===== config.mk =====
export PLATFORM = sky130hd
export DESIGN_NAME = pwm_audio_out
export DESIGN_NICKNAME = d
export VERILOG_FILES = /design/src/rtl/pwm_audio_out.sv
export SDC_FILE = /design/constraint.sdc
export NUM_CORES = 1
export LEC_CHECK = 0
export BUFFER_PORTS_ARGS = -buffer_cell sky130_fd_sc_hd__buf_4
export CAP_MARGIN = 5
export CORE_MARGIN = 1
export CORE_UTILIZATION = 48
export DETAILED_ROUTE_END_ITERATION = 10
export PLACE_DENSITY = 0.69
export SYNTH_ARGS = -nofsm -noshare
export SYNTH_HDL_FRONTEND = slang
export SYNTH_SLANG_ARGS = --single-unit

===== constraint.sdc =====
create_clock -name clk -period 2.1 [get_ports clk]
set_input_delay 0 -clock clk [delete_from_list [all_inputs] [get_ports clk]]
set_output_delay 0 -clock clk [all_outputs]
set_load 0.01 [all_outputs]

===== src/rtl/pwm_audio_out.sv =====
// -----------------------------------------------------------------------------
// pwm_audio_out
//
// Turns 8-bit unsigned audio samples from an upstream mixer into a 1-bit
// bitstream for an external speaker filter. One output period is 256 clock
// cycles. The sample is fetched once per period and played back in the
// following period.
//
// Sequencing:
//   IDLE  : cnt and duty are held at 0. Seeing run=1 at a clock edge moves
//           the block to PRIME, with cnt=0 in the next cycle.
//   PRIME : first period after start. Asks the mixer for a sample but has
//           nothing to play yet, so pwm_out stays low.
//   RUN   : plays the duty latched at the end of the previous period.
//   At the edge that ends cnt==255, the sample is latched into duty and
//   sample_stb pulses in the next cycle. If run is low at that edge, the
//   block returns to IDLE and clears duty instead. Dropping run mid-period
//   never cuts the current period short.
//
// Ports:
//   clk        in   system clock (10 MHz)
//   nrst       in   asynchronous active-low reset
//   run        in   level request to play audio
//   sample     in   [7:0] unsigned mixed sample; must be stable at cnt==255
//   mix_en     out  one-cycle strobe (cnt==0 while PRIME/RUN) asking the
//                   mixer to compute the next sample
//   pwm_out    out  audio bitstream
//   busy       out  high whenever the state is not IDLE
//   sample_stb out  one-cycle pulse in the cycle after a sample is latched
//   fsm_state  out  [1:0] current state (0=IDLE, 1=PRIME, 2=RUN), for debug
//
// Configuration macro:
//   PWM_DELTASIGMA_EN  undefined -> classic PWM: pwm_out = RUN && cnt < duty.
//                      defined   -> first-order delta-sigma modulator. A
//                      9-bit accumulator adds duty every RUN cycle; its
//                      carry bit drives pwm_out, so a period carries exactly
//                      duty high cycles, spread as evenly as possible.
//                      Sequencing, strobes, busy and latency do not change.
//
// Handshake with the mixer: mix_en is a request-only strobe (no ready).
// The mixer has until the cycle with cnt==255 to present a stable sample;
// only the value present in that cycle is taken. Changes on sample at any
// other time have no effect on the period being played.
// -----------------------------------------------------------------------------
module pwm_audio_out (
  input  logic       clk,
  input  logic       nrst,
  input  logic       run,
  input  logic [7:0] sample,
  output logic       mix_en,
  output logic       pwm_out,
  output logic       busy,
  output logic       sample_stb,
  output logic [1:0] fsm_state
);

  typedef enum logic [1:0] {
    IDLE  = 2'd0,
    PRIME = 2'd1,
    RUN   = 2'd2
  } state_t;

  state_t     state;
  state_t     state_next;
  logic [7:0] cnt;
  logic [7:0] cnt_next;
  logic [7:0] duty;
  logic [7:0] duty_next;
  logic       stb_next;
  logic       active;

  // PRIME and RUN behave identically for sequencing; they differ only in
  // whether the modulator is allowed to drive pwm_out.
  assign active = (state == PRIME) || (state == RUN);

  // ---------------------------------------------------------------------------
  // State and datapath registers
  // ---------------------------------------------------------------------------
  always_ff @(posedge clk or negedge nrst) begin
    if (!nrst) begin
      state      <= IDLE;
      cnt        <= 8'd0;
      duty       <= 8'd0;
      sample_stb <= 1'b0;
    end else begin
      state      <= state_next;
      cnt        <= cnt_next;
      duty       <= duty_next;
      sample_stb <= stb_next;
    end
  end

  // ---------------------------------------------------------------------------
  // Next-state and datapath logic
  // ---------------------------------------------------------------------------
  always_comb begin
    state_next = state;
    cnt_next   = cnt;
    duty_next  = duty;
    stb_next   = 1'b0;

    case (state)
      IDLE: begin
        cnt_next  = 8'd0;
        duty_next = 8'd0;
        if (run) begin
          state_next = PRIME;
        end
      end

      PRIME, RUN: begin
        // 8-bit counter wraps 255 -> 0 naturally, giving a 256-cycle period.
        cnt_next = cnt + 8'd1;
        if (cnt == 8'hFF) begin
          // Period boundary: the only point where sample is looked at and
          // the only point where run is acted upon.
          stb_next = 1'b1;
          if (run) begin
            duty_next  = sample;
            state_next = RUN;
          end else begin
            duty_next  = 8'd0;
            state_next = IDLE;
          end
        end
      end

      default: begin
        state_next = IDLE;
        cnt_next   = 8'd0;
        duty_next  = 8'd0;
      end
    endcase
  end

  // ---------------------------------------------------------------------------
  // Outputs decoded from registers only
  // ---------------------------------------------------------------------------
  assign mix_en    = active && (cnt == 8'd0);
  assign busy      = (state != IDLE);
  assign fsm_state = state;

`ifdef PWM_DELTASIGMA_EN
  // Delta-sigma modulator. acc[7:0] is the running residue, acc[8] the
  // carry of the last addition. Because 256 * duty is a multiple of 256,
  // the residue returns to 0 at every period boundary, so each period with
  // a steady duty produces exactly duty carries. Clearing outside RUN keeps
  // every playback run starting from the same phase.
  logic [8:0] acc;

  always_ff @(posedge clk or negedge nrst) begin
    if (!nrst) begin
      acc <= 9'd0;
    end else if (state == RUN) begin
      acc <= {1'b0, acc[7:0]} + {1'b0, duty};
    end else begin
      acc <= 9'd0;
    end
  end

  assign pwm_out = (state == RUN) && acc[8];
`else
  // Classic PWM: high for the first duty cycles of each RUN period.
  // duty=255 gives 255 of 256 cycles high; duty=0 never goes high.
  assign pwm_out = (state == RUN) && (cnt < duty);
`endif

endmodule


==> impl_metrics.json <==
{
  "dpl_worst_slack_ps": 396,
  "slew_violations": 0,
  "die_h_um": 50.7,
  "async_flop_share_pct": 100,
  "rows": 17,
  "synth_edf_count": 0,
  "drv_cap": 0,
  "gp_congestion": 0.793,
  "synth_area_leaders": "dfrtp_1, ha_1, a21boi_0",
  "post-route-period-util_pct": 95.1,
  "fin_setup_tns_ps": 0,
  "grt_pass1_vias": 841,
  "syn_inst": 114,
  "reg2reg_slack_ps": 390,
  "reg2regPathDepth": 4,
  "finalSetupViolations": 0,
  "antenna_cells": 0,
  "cts_setup_buffers": 0,
  "synth_top_family_by_area": "simple AND/OR/NAND/NOR gates",
  "grt.overflow.total": 0,
  "synth-compound-area-share_pct": 14.8,
  "cp_max_fo": 4,
  "fillers": 192,
  "finClkSkew_ps": 6.36,
  "worstMarginPinSlew_ps": 573,
  "vias_per_cell": 5.18,
  "grt_max_degree": 21,
  "cellPowerDensity_nw_per_um2": 727,
  "synth_fa_ha_area_share_pct": 14.3,
  "drt_iter0_drc": 4,
  "tritoncts": "yes",
  "vias": 870,
  "synth_seq_cells": 19,
  "rsz0062_at_grt": "no",
  "synthMuxAreaShare_pct": 0.988,
  "ant_nets": 0,
  "synth-simple-area-share_pct": 18.9,
  "startpoint_type": "flop",
  "area_growth_pct": 22.8,
  "avgSynthCellArea_sq_um": 10.0,
  "setup_slack_ps": 103,
  "firstDrtPassIters": 3,
  "synth_top_area_share_pct": 41.7,
  "ios": 17,
  "r2r_end": "fsm_state[0]",
  "die_area_sq_um": 2570,
  "synthXorXnorAreaFrac_pct": 3.07,
  "die_x_um": 50.7,
  "h-tree-depth": 1,
  "slew_headroom_pct": 61.8,
  "end_kind": "primary output",
  "numCtsBuffers": 3,
  "synth_top_area_cell": "dfrtp_1",
  "clock_latency_ps": 300,
  "reg2reg_from": "fsm_state[0]",
  "drc_errors": 0,
  "drive_above_1_share_pct": 17.9,
  "antenna_found_initial": 0,
  "synth_top_flop_cell": "dfrtp_1",
  "start_util_pct": 51.0,
  "dpl.hpwl_mm": 1.55,
  "yosysUniqueCellTypes": 30,
  "ir_worst_vdd_uv": 566,
  "synth_commonest_cells": "dfrtp_1, ha_1, inv_1",
  "cp.required_ps": 2100,
  "yosysSeqAreaShare_pct": 41.7,
  "finalNetCount": 165,
  "hold-path-cell-count": 3,
  "ys_warn_count": 0,
  "yosysMostFrequentCell": "dfrtp_1",
  "syn_area_sq_um": 1140,
  "grt_first_pass_wirelength_mm": 3.83,
  "wire_per_inst_um": 13.0,
  "min_to": "duty[5]",
  "fin_crit_ps": 2000,
  "portBuffers": 16,
  "wl_mm": 2.19,
  "p_leak_uw": 0.000635,
  "root_buffer": "clkbuf_4",
  "clockBufferDepth": 2,
  "path_class": "flop to primary output",
  "hold_class": "input port to flop",
  "cts.sinks": 19,
  "coreArea_sq_um": 2230,
  "synthesis.nets": 138,
  "fmax_ghz": 0.501,
  "path_clk_slew_ps": 110,
  "status": "complete, no violations",
  "hold_viol": 0,
  "cp.arrival_ps": 2000,
  "hp-start": "run",
  "gr-usage-all-layers_pct": 20.1
}
flip-flops by register name, summed over array words and instances (netlist names):
name / cells
cnt: 8
duty: 8
fsm_state: 2
sample_stb: 1
layout by cell type (no fill, tap or decap), drive strengths merged, types with 2 or more instances in the layout:
master and instances:
and2 6, clkbuf 3, nand2 11, nand3 12, inv 13, dfrtp 19
or3 2, buf 17, a21boi 10, xnor2 3, nor2 3, dlygate4sd3 9
o21ai 2, ha 13
routing by layer:
metal	share of wire, %	global-route usage, %	routed length (um)	vias to the layer above
met2	50	33.3	1090	13
met4	1.0	8.33	22	0
met3	1.9	3.64	42	4
met1	47	25.5	1040	414
met5	0	0	0	-
li1	-	-	-	439
per-stage QoR:
stage / power, uW / instances / utilization, % / hold slack (ps) / area, sq um
floorplan: 697 / 114 / - / -296 / 1140
global placement: 809 / 155 / 57.3 / -110 / 1280
detailed placement: 820 / 155 / 57.3 / -111 / 1280
CTS: 1030 / 168 / 62.6 / 10.4 / 1400
global route: 1090 / 168 / 62.7 / 11.8 / 1400
finish: 1020 / 168 / 62.7 / 22.8 / 1400
worst max-delay path, cell delays in order, from the launching register on:
cell and delay (ps):
dfrtp_1 430, ha_1 300, o211ai_1 160, a21oi_1 70, a2111oi_1 390, o2111a_1 230, buf_4 120
how the worst max path moves through the flow:
stage / from / end / slack, ps / cells after the start
detailed placement: fsm_state[0] / fsm_state[0] / 400 / 4
floorplan: cnt[0] / fsm_state[0] / 460 / 6
global placement: cnt[0] / fsm_state[0] / 430 / 5
finish: cnt[1] / pwm_out / 100 / 6
CTS: cnt[3] / pwm_out / 40 / 6
global route: cnt[3] / pwm_out / 20 / 6
timing repair:
item / in CTS / in global routing
hold endpoints to repair: 27 / 0
gates resized for setup: 0 / 2
hold buffers: 9 / 0
endpoints found under the setup margin: 0 / 1
cell families after synthesis:
logic type | Yosys count
mux | 1
simple gates | 40
buf+inv | 17
fa+ha+maj | 13
flops | 19
compound gates | 20
xor+xnor | 4
area by class of cell:
type / count / area, sq um / share of cell area, %
multi-input cells: 78 / 594 / 42.4
clock inverters: 1 / 5.00 / 0.357
clock buffers: 3 / 22.5 / 1.61
repair buffers: 26 / 218 / 15.5
well taps: 28 / 35.0 / 2.50
inverters: 13 / 48.8 / 3.49
flip-flops and latches: 19 / 477 / 34.0
power breakdown:
| part | leakage (uW) | switching (uW) | internal, uW |
|---|---|---|---|
| logic | 0.000358 | 183 | 207 |
| clock network | 0.0000177 | 117 | 71.0 |
| registers | 0.000259 | 41.2 | 398 |
| total | 0.000635 | 341 | 676 |
(Power assumes the default switching activity.)
